--- src/rtl/clock_period_monitor.sv ---
// Oversamples an asynchronous clock with the sampling clock and reports the high,
// low and total period of every complete cycle, plus tolerance and stuck flags.
module clock_period_monitor #(
  parameter int unsigned SYNC_STAGES   = 2,
  parameter int unsigned CNT_W         = 16,
  parameter int unsigned EXPECT_PERIOD = 10,
  parameter int unsigned TOLERANCE     = 1,
  parameter int unsigned TIMEOUT       = 1000
) (
  input  logic             clock,
  input  logic             reset,
  input  logic             sampleIn,
  input  logic             enable,
  output logic             measValid,
  output logic [CNT_W-1:0] measHigh,
  output logic [CNT_W-1:0] measLow,
  output logic [CNT_W:0]   measPeriod,
  output logic             periodErr,
  output logic [7:0]       errCount,
  output logic             stuck
);

  localparam int unsigned ERR_W = 8;
  localparam int unsigned PER_W = CNT_W + 1;
  localparam int unsigned CMP_W = CNT_W + 2;

  typedef enum logic [1:0] {
    IDLE      = 2'd0,
    WAIT_RISE = 2'd1,
    MEAS_HIGH = 2'd2,
    MEAS_LOW  = 2'd3
  } state_e;

  state_e                 state_q, state_d;
  logic [SYNC_STAGES-1:0] sync_q, sync_d;
  logic                   p_q, p_d;
  logic                   rise_q, rise_d;
  logic                   fall_q, fall_d;
  logic [CNT_W-1:0]       hi_cnt_q, hi_cnt_d;
  logic [CNT_W-1:0]       lo_cnt_q, lo_cnt_d;
  logic [CNT_W-1:0]       hi_latch_q, hi_latch_d;
  logic                   meas_valid_q, meas_valid_d;
  logic [CNT_W-1:0]       meas_high_q, meas_high_d;
  logic [CNT_W-1:0]       meas_low_q, meas_low_d;
  logic [PER_W-1:0]       meas_period_q, meas_period_d;
  logic                   period_err_q, period_err_d;
  logic [ERR_W-1:0]       err_count_q, err_count_d;
  logic                   stuck_q, stuck_d;

  logic                   s;
  logic [CNT_W-1:0]       hi_inc, lo_inc;
  logic [PER_W-1:0]       period_sum;
  logic signed [CMP_W-1:0] diff, mag;
  logic                   err_now;

  function automatic logic [CNT_W-1:0] sat_inc(input logic [CNT_W-1:0] v);
    return (v == '1) ? v : v + CNT_W'(1);
  endfunction

  // Synchronizer and registered edge flags run regardless of enable.
  always_comb begin
    s      = sync_q[SYNC_STAGES-1];
    sync_d = {sync_q[SYNC_STAGES-2:0], sampleIn};
    p_d    = s;
    rise_d = s & ~p_q;
    fall_d = ~s & p_q;
  end

  always_comb begin
    period_sum = {1'b0, hi_latch_q} + {1'b0, lo_cnt_q};
    diff       = $signed({1'b0, period_sum}) - $signed(CMP_W'(EXPECT_PERIOD));
    mag        = diff[CMP_W-1] ? -diff : diff;
    err_now    = mag > $signed(CMP_W'(TOLERANCE));
    hi_inc     = sat_inc(hi_cnt_q);
    lo_inc     = sat_inc(lo_cnt_q);
  end

  // Next-state and output logic; WAIT_RISE reuses hi_cnt as its idle-tick counter.
  always_comb begin
    state_d       = state_q;
    hi_cnt_d      = hi_cnt_q;
    lo_cnt_d      = lo_cnt_q;
    hi_latch_d    = hi_latch_q;
    meas_valid_d  = 1'b0;
    meas_high_d   = meas_high_q;
    meas_low_d    = meas_low_q;
    meas_period_d = meas_period_q;
    period_err_d  = period_err_q;
    err_count_d   = err_count_q;
    stuck_d       = stuck_q;

    if (!enable) begin
      state_d  = IDLE;
      hi_cnt_d = '0;
      lo_cnt_d = '0;
      stuck_d  = 1'b0;
    end else begin
      unique case (state_q)
        IDLE: begin
          state_d  = WAIT_RISE;
          hi_cnt_d = '0;
          lo_cnt_d = '0;
        end
        WAIT_RISE: begin
          if (rise_q) begin
            state_d  = MEAS_HIGH;
            hi_cnt_d = CNT_W'(1);
          end else if (hi_inc >= CNT_W'(TIMEOUT)) begin
            stuck_d  = 1'b1;
            hi_cnt_d = '0;
          end else begin
            hi_cnt_d = hi_inc;
          end
        end
        MEAS_HIGH: begin
          if (fall_q) begin
            state_d    = MEAS_LOW;
            hi_latch_d = hi_cnt_q;
            lo_cnt_d   = CNT_W'(1);
          end else if (hi_inc >= CNT_W'(TIMEOUT)) begin
            state_d  = WAIT_RISE;
            stuck_d  = 1'b1;
            hi_cnt_d = '0;
            lo_cnt_d = '0;
          end else begin
            hi_cnt_d = hi_inc;
          end
        end
        MEAS_LOW: begin
          if (rise_q) begin
            state_d       = MEAS_HIGH;
            meas_valid_d  = 1'b1;
            meas_high_d   = hi_latch_q;
            meas_low_d    = lo_cnt_q;
            meas_period_d = period_sum;
            period_err_d  = err_now;
            if (err_now && (err_count_q != '1)) err_count_d = err_count_q + ERR_W'(1);
            hi_cnt_d      = CNT_W'(1);
          end else if (lo_inc >= CNT_W'(TIMEOUT)) begin
            state_d  = WAIT_RISE;
            stuck_d  = 1'b1;
            hi_cnt_d = '0;
            lo_cnt_d = '0;
          end else begin
            lo_cnt_d = lo_inc;
          end
        end
        default: state_d = IDLE;
      endcase
    end
  end

  always_ff @(posedge clock) begin
    if (reset) begin
      state_q       <= IDLE;
      sync_q        <= '0;
      p_q           <= 1'b0;
      rise_q        <= 1'b0;
      fall_q        <= 1'b0;
      hi_cnt_q      <= '0;
      lo_cnt_q      <= '0;
      hi_latch_q    <= '0;
      meas_valid_q  <= 1'b0;
      meas_high_q   <= '0;
      meas_low_q    <= '0;
      meas_period_q <= '0;
      period_err_q  <= 1'b0;
      err_count_q   <= '0;
      stuck_q       <= 1'b0;
    end else begin
      state_q       <= state_d;
      sync_q        <= sync_d;
      p_q           <= p_d;
      rise_q        <= rise_d;
      fall_q        <= fall_d;
      hi_cnt_q      <= hi_cnt_d;
      lo_cnt_q      <= lo_cnt_d;
      hi_latch_q    <= hi_latch_d;
      meas_valid_q  <= meas_valid_d;
      meas_high_q   <= meas_high_d;
      meas_low_q    <= meas_low_d;
      meas_period_q <= meas_period_d;
      period_err_q  <= period_err_d;
      err_count_q   <= err_count_d;
      stuck_q       <= stuck_d;
    end
  end

  assign measValid  = meas_valid_q;
  assign measHigh   = meas_high_q;
  assign measLow    = meas_low_q;
  assign measPeriod = meas_period_q;
  assign periodErr  = period_err_q;
  assign errCount   = err_count_q;
  assign stuck      = stuck_q;

endmodule

--- config.mk ---
export PLATFORM = sky130hd
export DESIGN_NAME = clock_period_monitor
export DESIGN_NICKNAME = d
export VERILOG_FILES = /design/src/rtl/clock_period_monitor.sv
export SDC_FILE = /design/constraint.sdc
export NUM_CORES = 1
export LEC_CHECK = 0
export ABC_AREA = 0
export ABC_CLOCK_PERIOD_IN_PS = 4850
export BUFFER_PORTS_ARGS = -buffer_cell sky130_fd_sc_hd__buf_4
export CAP_MARGIN = 20
export CORE_ASPECT_RATIO = 0.5
export CORE_MARGIN = 2
export CORE_UTILIZATION = 54
export DETAILED_ROUTE_END_ITERATION = 7
export GPL_TIMING_DRIVEN = 0
export PLACE_DENSITY = 0.74
export SLEW_MARGIN = 20
export SYNTH_ARGS = -nofsm -noshare
export SYNTH_HDL_FRONTEND = slang
export SYNTH_SLANG_ARGS = --single-unit
export TNS_END_PERCENT = 50
--- constraint.sdc ---
create_clock -name clock -period 4.85 [get_ports clock]
set_clock_uncertainty 0.1 [all_clocks]
set_input_delay 0.97 -clock clock [delete_from_list [all_inputs] [get_ports clock]]
set_output_delay 0.97 -clock clock [all_outputs]
set_load 0.03 [all_outputs]
## After elaboration in Yosys (flattened, before gate mapping)

Index checks and enable logic that the tools add are counted.

- Flip-flop bits (word level): 115
- Input port bits: 4
- Output and inout port bits: 60
- Logic and storage cells: 83

- $add $sub $neg: 6
- Magnitude comparators: 3
- Equal/unequal tests: 13
- Muxes and demuxes: 27
- Bitwise gates (word level): 6
- Reduce and logical (&&, ||, !) cells: 13

Operators with widths:

| operator | count |
|---|---|
| 16-bit two-way mux | 11 |
| 16-bit one-hot mux with 4 select lines | 1 |
| 16-bit one-hot mux with 3 select lines | 1 |
| 16-bit by 1-bit adder with 16-bit output, second input constant | 2 |
| 16-bit == test, second input constant | 2 |
| 16-bit by 10-bit greater-or-equal comparator with 1-bit output, second input constant | 2 |
| 18-bit by 2-bit greater-than comparator with 1-bit output, second input constant | 1 |
| 18-bit two-way mux | 1 |
| 18-bit negator | 1 |
| 17-bit by 4-bit subtractor with 18-bit output, second input constant | 1 |
| 16-bit by 16-bit adder with 17-bit output | 1 |
| 3-bit AND reduction | 4 |
| 2-bit two-way mux | 5 |
| 2-bit inequality test, second input constant | 5 |
| 8-bit by 1-bit adder with 8-bit output, second input constant | 1 |
| 8-bit inequality test, second input constant | 1 |
| 2-bit one-hot mux with 4 select lines | 1 |
| 1-bit two-way mux | 6 |
| 3-bit inequality test, second input constant | 2 |
| 3-bit nonzero test | 2 |
| 5-bit AND reduction | 1 |
| 2-bit == test, second input constant | 2 |
| 1-bit NOT | 4 |
| 4-bit AND reduction | 1 |
| 8 further kinds | 9 |

## Logic depth before layout (Yosys ltp)

Gate-level depths: netlist of the first run.

- Depth after elaboration: 7
- Depth in mapped cells: 15
- Depth with buffers taken out: 14

## Worst setup path after synthesis of the first run

No wires, ideal clock.

- Path type: flip-flop to flip-flop
- Start point: register lo_cnt_q[0]
- End point: register err_count_q[6], in the netlist errCount[6]
- Setup time: 116 ps
- Arrival: 3875 ps
- Required time: 4634 ps
- Setup slack: 759 ps
- Stages on the path, launching flop included: 15
- Buffers on the path: 0
- Clock period less this slack: 4091 ps
- Cells stage by stage: dfxtp_1 -> ha_1 -> inv_1 -> fa_1 -> nand2b_1 -> a21oi_2 -> nor2_1 -> o221a_2 -> a2111o_1 -> or4_4 -> o21ba_1 -> o22a_1 -> and4_4 -> or4b_1 -> o211a_1

- Word-level cells in the longest chain between the ends: 7

Ends and longest elaborated chain:

| what | RTL line | source |
|---|---|---|
| start, declared | 40 | `logic [CNT_W-1:0] lo_cnt_q, lo_cnt_d;` |
| start signal, assigned | 177 | `lo_cnt_q <= lo_cnt_d;` |
| 16-bit by 16-bit adder with 17-bit output (*) | 70 | `period_sum = {1'b0, hi_latch_q} + {1'b0, lo_cnt_q};` |
| 17-bit by 4-bit subtractor with 18-bit output (*) | 71 | `diff = $signed({1'b0, period_sum}) - $signed(CMP_W'(EXPECT_PERIOD));` |
| 18-bit negator | 72 | `mag = diff[CMP_W-1] ? -diff : diff;` |
| 18-bit two-way mux (*) | 72 |  |
| 18-bit by 2-bit greater-than comparator with 1-bit output (*) | 73 | `err_now = mag > $signed(CMP_W'(TOLERANCE));` |
| 1-bit logical AND (*) | 137 | `if (err_now && (err_count_q != '1)) err_count_d = err_count_q + ERR_W'(1);` |
| 4-bit AND reduction (no source line) (*) | - |  |
| end signal, assigned | 184 | `err_count_q <= err_count_d;` |
| end, declared | 47 | `logic [ERR_W-1:0] err_count_q, err_count_d;` |

Every way passes the cells marked *; elsewhere a longest branch is shown, timed or not.
A chain may end at the register's enable or synchronous reset.

## Final worst setup path of the first run

- Start point: register lo_cnt_q[0]
- End point: register err_count_q[0], in the netlist errCount[0]

The elaborated chain is that of the path after synthesis.

==> summary.txt, run 1 <==
DP Worst Slack - 0.328 ns
Syn Std Cell Area - 6180 um2
fill count - 972
total area of sequential cells - 2300 um2
routed vias/inst - 6.04
Hold Crit Class - reg2reg
Routed Wire Length - 17600 um
largest net degree at the start of global routing - 17
Cells after Synth - 797
Yosys reg bits - 115
Clock Path Buffers - 2
# IOs - 64
Final min period - 4.58 ns
CP Class - reg2reg
CP max FO - 7
row count - 27
CP Data Required Time - 5.04 ns
power per cell area - 304 nW/um2
clock slew at reported path FFs - 0.06 ns
total number of vias - 6249
max cap viols - 0
Synth area leaders - dfxtp_1 (37%), nand2_1 (9.8%), a21oi_1 (7.2%)
Slew @ Worst Pin - 0.925 ns
aggregate global-route resource usage - 0.288
reg-to-reg startpoint - lo_cnt_q[0]
Main synth FF type - dfxtp_1
DRT Pass-1 Iters - 5
status - finished, final reports clean
htree depth - 4
share of cells above drive strength 1 - 0.120
commonest non-fill, non-tap cell in the layout - nand2_1
# Post-CTS Setup Buffers - 0
layout net count - 905
first-pass GRT wire length - 28000 um
initial antenna violation count - 0
ys async rst share - 0
Worst Hold Depth - 1
GRT overflow - 0
# clock sinks - 115
Initial DRC Count - 581
Initial Utilization - 0.557
Final setup viols - 0
dominant cell type by area after synthesis - dfxtp_1
CTS tree - done
Die Y - 79.6 um
synth unique cells - 70
syn_nets - 824
ANT nets after route - 0
critical path endpoint category - register
total core area - 11100 um2
synthesized area per cell - 7.75 um2
HPWL after DPL - 12700 um
I/O Buffers - 62
RSZ-0062 raised after global routing - false
Synth top area share - 0.373
hold_sp - p_q
number of synthesized flops with an enable pin - 0
Final Total Pwr - 2.25 mW
maximum vdd ir drop - 0.223 mV
commonest non-fill, non-tap cells in the layout - nand2_1 (161), dfxtp_1 (115), a21oi_1 (89), buf_4 (62), nor2_1 (56)
yosys warns - 0
DIE AREA - 12400 um2
Antenna diodes - 0
Multi-input gate area - 3670 um2
slew margin rel. - 0.368
Leak - 2.92 nW
FF-to-FF path depth - 14
worst skew pair latency - 0.41 ns
Setup crit start - lo_cnt_q[0]
width of the die - 155 um
Final WS setup - 0.268 ns
root buffer cell - clkbuf_16
gpl congestion - 0.923
Worst Path Arrival - 4.78 ns
Fin. Hold Viols - 0
number of global-route vias before repair - 5508
Post-route DRC - 0
Peak Freq - 218 MHz
DR WL/cell - 17.0 um
setup tns final - 0 ns
P&R area growth vs syn - 20.3%
final slew viol count - 0
sequential fraction of the synthesis area - 0.373
Final period util - 0.945
Worst setup SP type - register
Num CTS Buffers - 17
==> layout make-up <==
| type | count | area share |
|---|---|---|
| clock buffer | 20 | 0.0615 |
| sequential | 115 | 0.310 |
| buffer | 40 | 0.0212 |
| multi-input combinational | 626 | 0.494 |
| timing repair buffer | 62 | 0.0627 |
| tap | 145 | 0.0244 |
| inverter | 16 | 0.00809 |
| clock inverter | 10 | 0.0180 |
==> cells by family (layout without fill, tap and decap cells) <==
family / count (synthesis) / after routing / share of synthesized area
buffers and inverters: 56 / 148 / 0.0353
AO/OA/AOI/OAI: 210 / 210 / 0.217
multiplexers: 4 / 4 / 0.00669
adder cells (fa/ha/maj): 23 / 23 / 0.0478
flip-flops: 115 / 115 / 0.373
XOR/XNOR: 29 / 29 / 0.0411
AND/OR/NAND/NOR: 360 / 360 / 0.280
==> cells in the mapped netlist, types with 9 or more instances <==
library cell,instances
nor2_1,56
nor3_1,17
dfxtp_1,115
nand2_1,161
ha_1,22
nand3_1,19
xnor2_1,19
or3_1,13
a21oi_1,89
and3_1,24
nand4_1,11
o21ai_0,32
xor2_1,10
clkbuf_1,39
nor2b_1,12
a21o_1,11
inv_1,16
o31ai_1,9
a211oi_1,10
==> path summary, 6_finish.rpt <==
check | end | slack, ns
worst max register to register | errCount[0] | 0.27
worst max-delay path | errCount[0] | 0.27
worst min register to register | rise_q | 0.31
worst min-delay path | rise_q | 0.31
==> worst max-delay path, cell delays in order, from the launching register on <==
cell,delay [ns]
dfxtp_1,0.50
ha_1,0.23
inv_1,0.06
fa_1,0.39
xor2_1,0.25
ha_1,0.27
nor3_1,0.47
nor4b_1,0.53
and4_1,0.25
o311ai_0,0.23
o21a_1,0.19
nor4b_1,0.29
and4_4,0.31
nor2_1,0.08
mux2_1,0.30
==> timing repair <==
item                                    CTS  global route
endpoints found under the setup margin    0             8
endpoints found under the hold margin     0             0
hold buffers                              0             0
gates resized for setup                   0             2
==> per-stage QoR <==
stage / instance area (um2) / util / std cells / hold WS (ns)
after global routing: 7430 / 0.670 / 1034 / 0.340
after floorplan: 6180 / - / 797 / 0.283
final: 7430 / 0.670 / 1034 / 0.309
after CTS: 7410 / 0.669 / 1034 / 0.308
after detailed placement: 6820 / 0.616 / 1004 / 0.300
after global placement: 6820 / 0.616 / 1004 / 0.291
==> per-layer routing <==
metal | share of wire | track usage | vias up
li1 | - | - | 3010
met1 | 0.48 | 0.412 | 3014
met2 | 0.45 | 0.456 | 210
met3 | 0.068 | 0.0559 | 15
met4 | 0.0049 | 0.0569 | 0
met5 | 0 | 0 | -
==> power breakdown <==
| part | internal [mW] | leakage, nW | switching, mW |
|---|---|---|---|
| logic | 0.00826 | 1.70 | 0.0278 |
| registers | 0.947 | 0.927 | 0.00110 |
| clock network | 0.826 | 0.288 | 0.444 |
==> flip-flops by register name, indices dropped and copies added, names as in the netlist, 2 cells and up <==
register	flops
state_q	2
hi_cnt_q	16
errCount	8
measHigh	16
measLow	16
lo_cnt_q	16
measPeriod	17
sync_q	2
hi_latch_q	16
No activity file was read; power rests on OpenSTA's default activity.
==> run 2: changes to the inputs <==
--- a/config.mk
+++ b/config.mk
@@ -6,15 +6,15 @@
 export NUM_CORES = 1
 export LEC_CHECK = 0
 export ABC_AREA = 0
-export ABC_CLOCK_PERIOD_IN_PS = 4850
+export ABC_CLOCK_PERIOD_IN_PS = 4800
 export BUFFER_PORTS_ARGS = -buffer_cell sky130_fd_sc_hd__buf_4
 export CAP_MARGIN = 20
 export CORE_ASPECT_RATIO = 0.5
 export CORE_MARGIN = 2
-export CORE_UTILIZATION = 54
+export CORE_UTILIZATION = 25
 export DETAILED_ROUTE_END_ITERATION = 7
 export GPL_TIMING_DRIVEN = 0
-export PLACE_DENSITY = 0.74
+export MAX_ROUTING_LAYER = met4
 export SLEW_MARGIN = 20
 export SYNTH_ARGS = -nofsm -noshare
 export SYNTH_HDL_FRONTEND = slang
==> constraint.sdc (replaced) <==
create_clock -name clock -period 4.8 [get_ports clock]
set_clock_uncertainty 0.1 [all_clocks]
set_input_delay 0.96 -clock clock [delete_from_list [all_inputs] [get_ports clock]]
set_output_delay 0.96 -clock clock [all_outputs]
set_load 0.03 [all_outputs]
==> run 2 against run 1 <==
  * Critical path depth unchanged
  * Core utilization fell by 35 points
  * Wire length is 7.2% higher
  * Sequential power is 0.9% higher
  * Sequential share of layout area is 1.1 points lower
  * Cell count up 19%
  * Fmax is 1.1% higher
  * Die area rose by 110%
  * Clock-buffer cell count shrank 1
  * Flip-flop and latch count unchanged
  * Critical path type unchanged
  * Largest power group unchanged
  * Highest routed layer unchanged
==> summary.txt, run 2 (synthesized netlist as in run 1, its figures left out) <==
final slew viol count - 0
Initial DRC Count - 511
Final setup viols - 0
share of cells above drive strength 1 - 0.129
RSZ-0062 raised after global routing - false
Finished Layout Cells - 1230
clock slew at reported path FFs - 0.06 ns
HPWL after DPL - 14400 um
Final period util - 0.944
metal3 WL - 919 um
Routed Wire Length - 18800 um
width of the die - 226 um
Fin. Hold Viols - 0
maximum vdd ir drop - 0.250 mV
CTS tree - done
DIE AREA - 26100 um2
routed vias/inst - 4.98
placed cells - 1195
root buffer cell - clkbuf_16
P&R area growth vs syn - 24.9%
# clock sinks - 115
number of global-route vias before repair - 5635
slew margin rel. - 0.296
Final Total Pwr - 2.29 mW
aggregate global-route resource usage - 0.152
Worst setup SP type - register
htree depth - 4
worst skew pair latency - 0.43 ns
initial antenna violation count - 0
total core area - 24100 um2
Num CTS Buffers - 17
Final WS setup - 0.267 ns
GRT overflow - 0
Antenna diodes - 0
max cap viols - 0
Worst Path Arrival - 4.74 ns
CP Data Required Time - 5.01 ns
CP Class - reg2reg
commonest non-fill, non-tap cells in the layout - nand2_1 (161), dfxtp_1 (114), a21oi_1 (89), buf_4 (65), nor2_1 (56)
critical path endpoint category - register
commonest non-fill, non-tap cell in the layout - nand2_1
M1 wire length - 8910 um
Leak - 2.94 nW
Peak Freq - 221 MHz
Top Layer Used - met4
metal2 WL - 8660 um
Clock Path Buffers - 2
FF-to-FF path depth - 14
status - finished, final reports clean
power per cell area - 297 nW/um2
row count - 40
Post-route DRC - 0
layout net count - 908
Initial Utilization - 0.256
DP Worst Slack - 0.0224 ns
# IOs - 64
Largest register FFs - 17
Final Util - 0.320
Die Y - 115 um
CP max FO - 7
setup tns final - 0 ns
Final min period - 4.53 ns
first-pass GRT wire length - 30000 um
largest net degree at the start of global routing - 17
total number of vias - 6122
Slew @ Worst Pin - 1.05 ns
DRT Pass-1 Iters - 6
gpl congestion - 0.877
DR WL/cell - 15.3 um
Worst Hold Depth - 1
ANT nets after route - 0
Hold Crit Class - reg2reg
I/O Buffers - 62
[run 2: critical path: stages, from the launching register on]
cell,delay (ns)
dfxtp_2,0.43
ha_1,0.25
inv_1,0.07
fa_1,0.41
nand2b_1,0.23
a21oi_4,0.21
nor2_1,0.14
o221a_2,0.37
a2111o_1,0.45
or3_1,0.40
o31a_1,0.29
nor4b_1,0.33
and4_4,0.35
nor2_1,0.09
mux2_1,0.31
[run 2: area by class of cell]
type                            instances  area, um2
Timing Repair Buffer                   65        488
Buffer                                 40        158
Inverter                               16       60.1
Tap cell                              336        420
Clock buffer                           19        453
Fill cell                            2572      16400
Sequential cell                       115       2300
Multi-Input combinational cell        626       3680
Clock inverter                         13        148
[run 2: routing by layer]
layer | track usage | vias to the layer above
met4 | 0.0496 | 0
met5 | - | -
met3 | 0.0312 | 28
met2 | 0.233 | 154
li1 | - | 3025
met1 | 0.201 | 2915
[run 2: power by group]
part	switching (mW)	internal [mW]
combinational	0.0288	0.00836
sequential	0.00118	0.957
clock	0.496	0.798
total	0.526	1.76
[run 2: what timing repair did]
action                     CTS  global route
buffers inserted             0             3
setup endpoints to repair    2             9
pin swaps                    0             1
hold buffers                 0             0
gates resized for setup      1             4
gates cloned                 0             0
[run 2: final timing paths]
path / start / end / slack [ns]
hold reg to reg: p_q / rise_q / 0.32
hold / removal: p_q / rise_q / 0.32
setup reg to reg: lo_cnt_q[0] / errCount[0] / 0.27
setup / recovery: lo_cnt_q[0] / errCount[0] / 0.27
[run 2: through the flow]
stage          hold slack (ns)  instance area (um2)
2_1_floorplan            0.283                 6180
3_3_place_gp             0.289                 7060
3_5_place_dp             0.305                 7060
4_1_cts                  0.315                 7670
5_1_grt                  0.326                 7710
6_report                 0.316                 7710
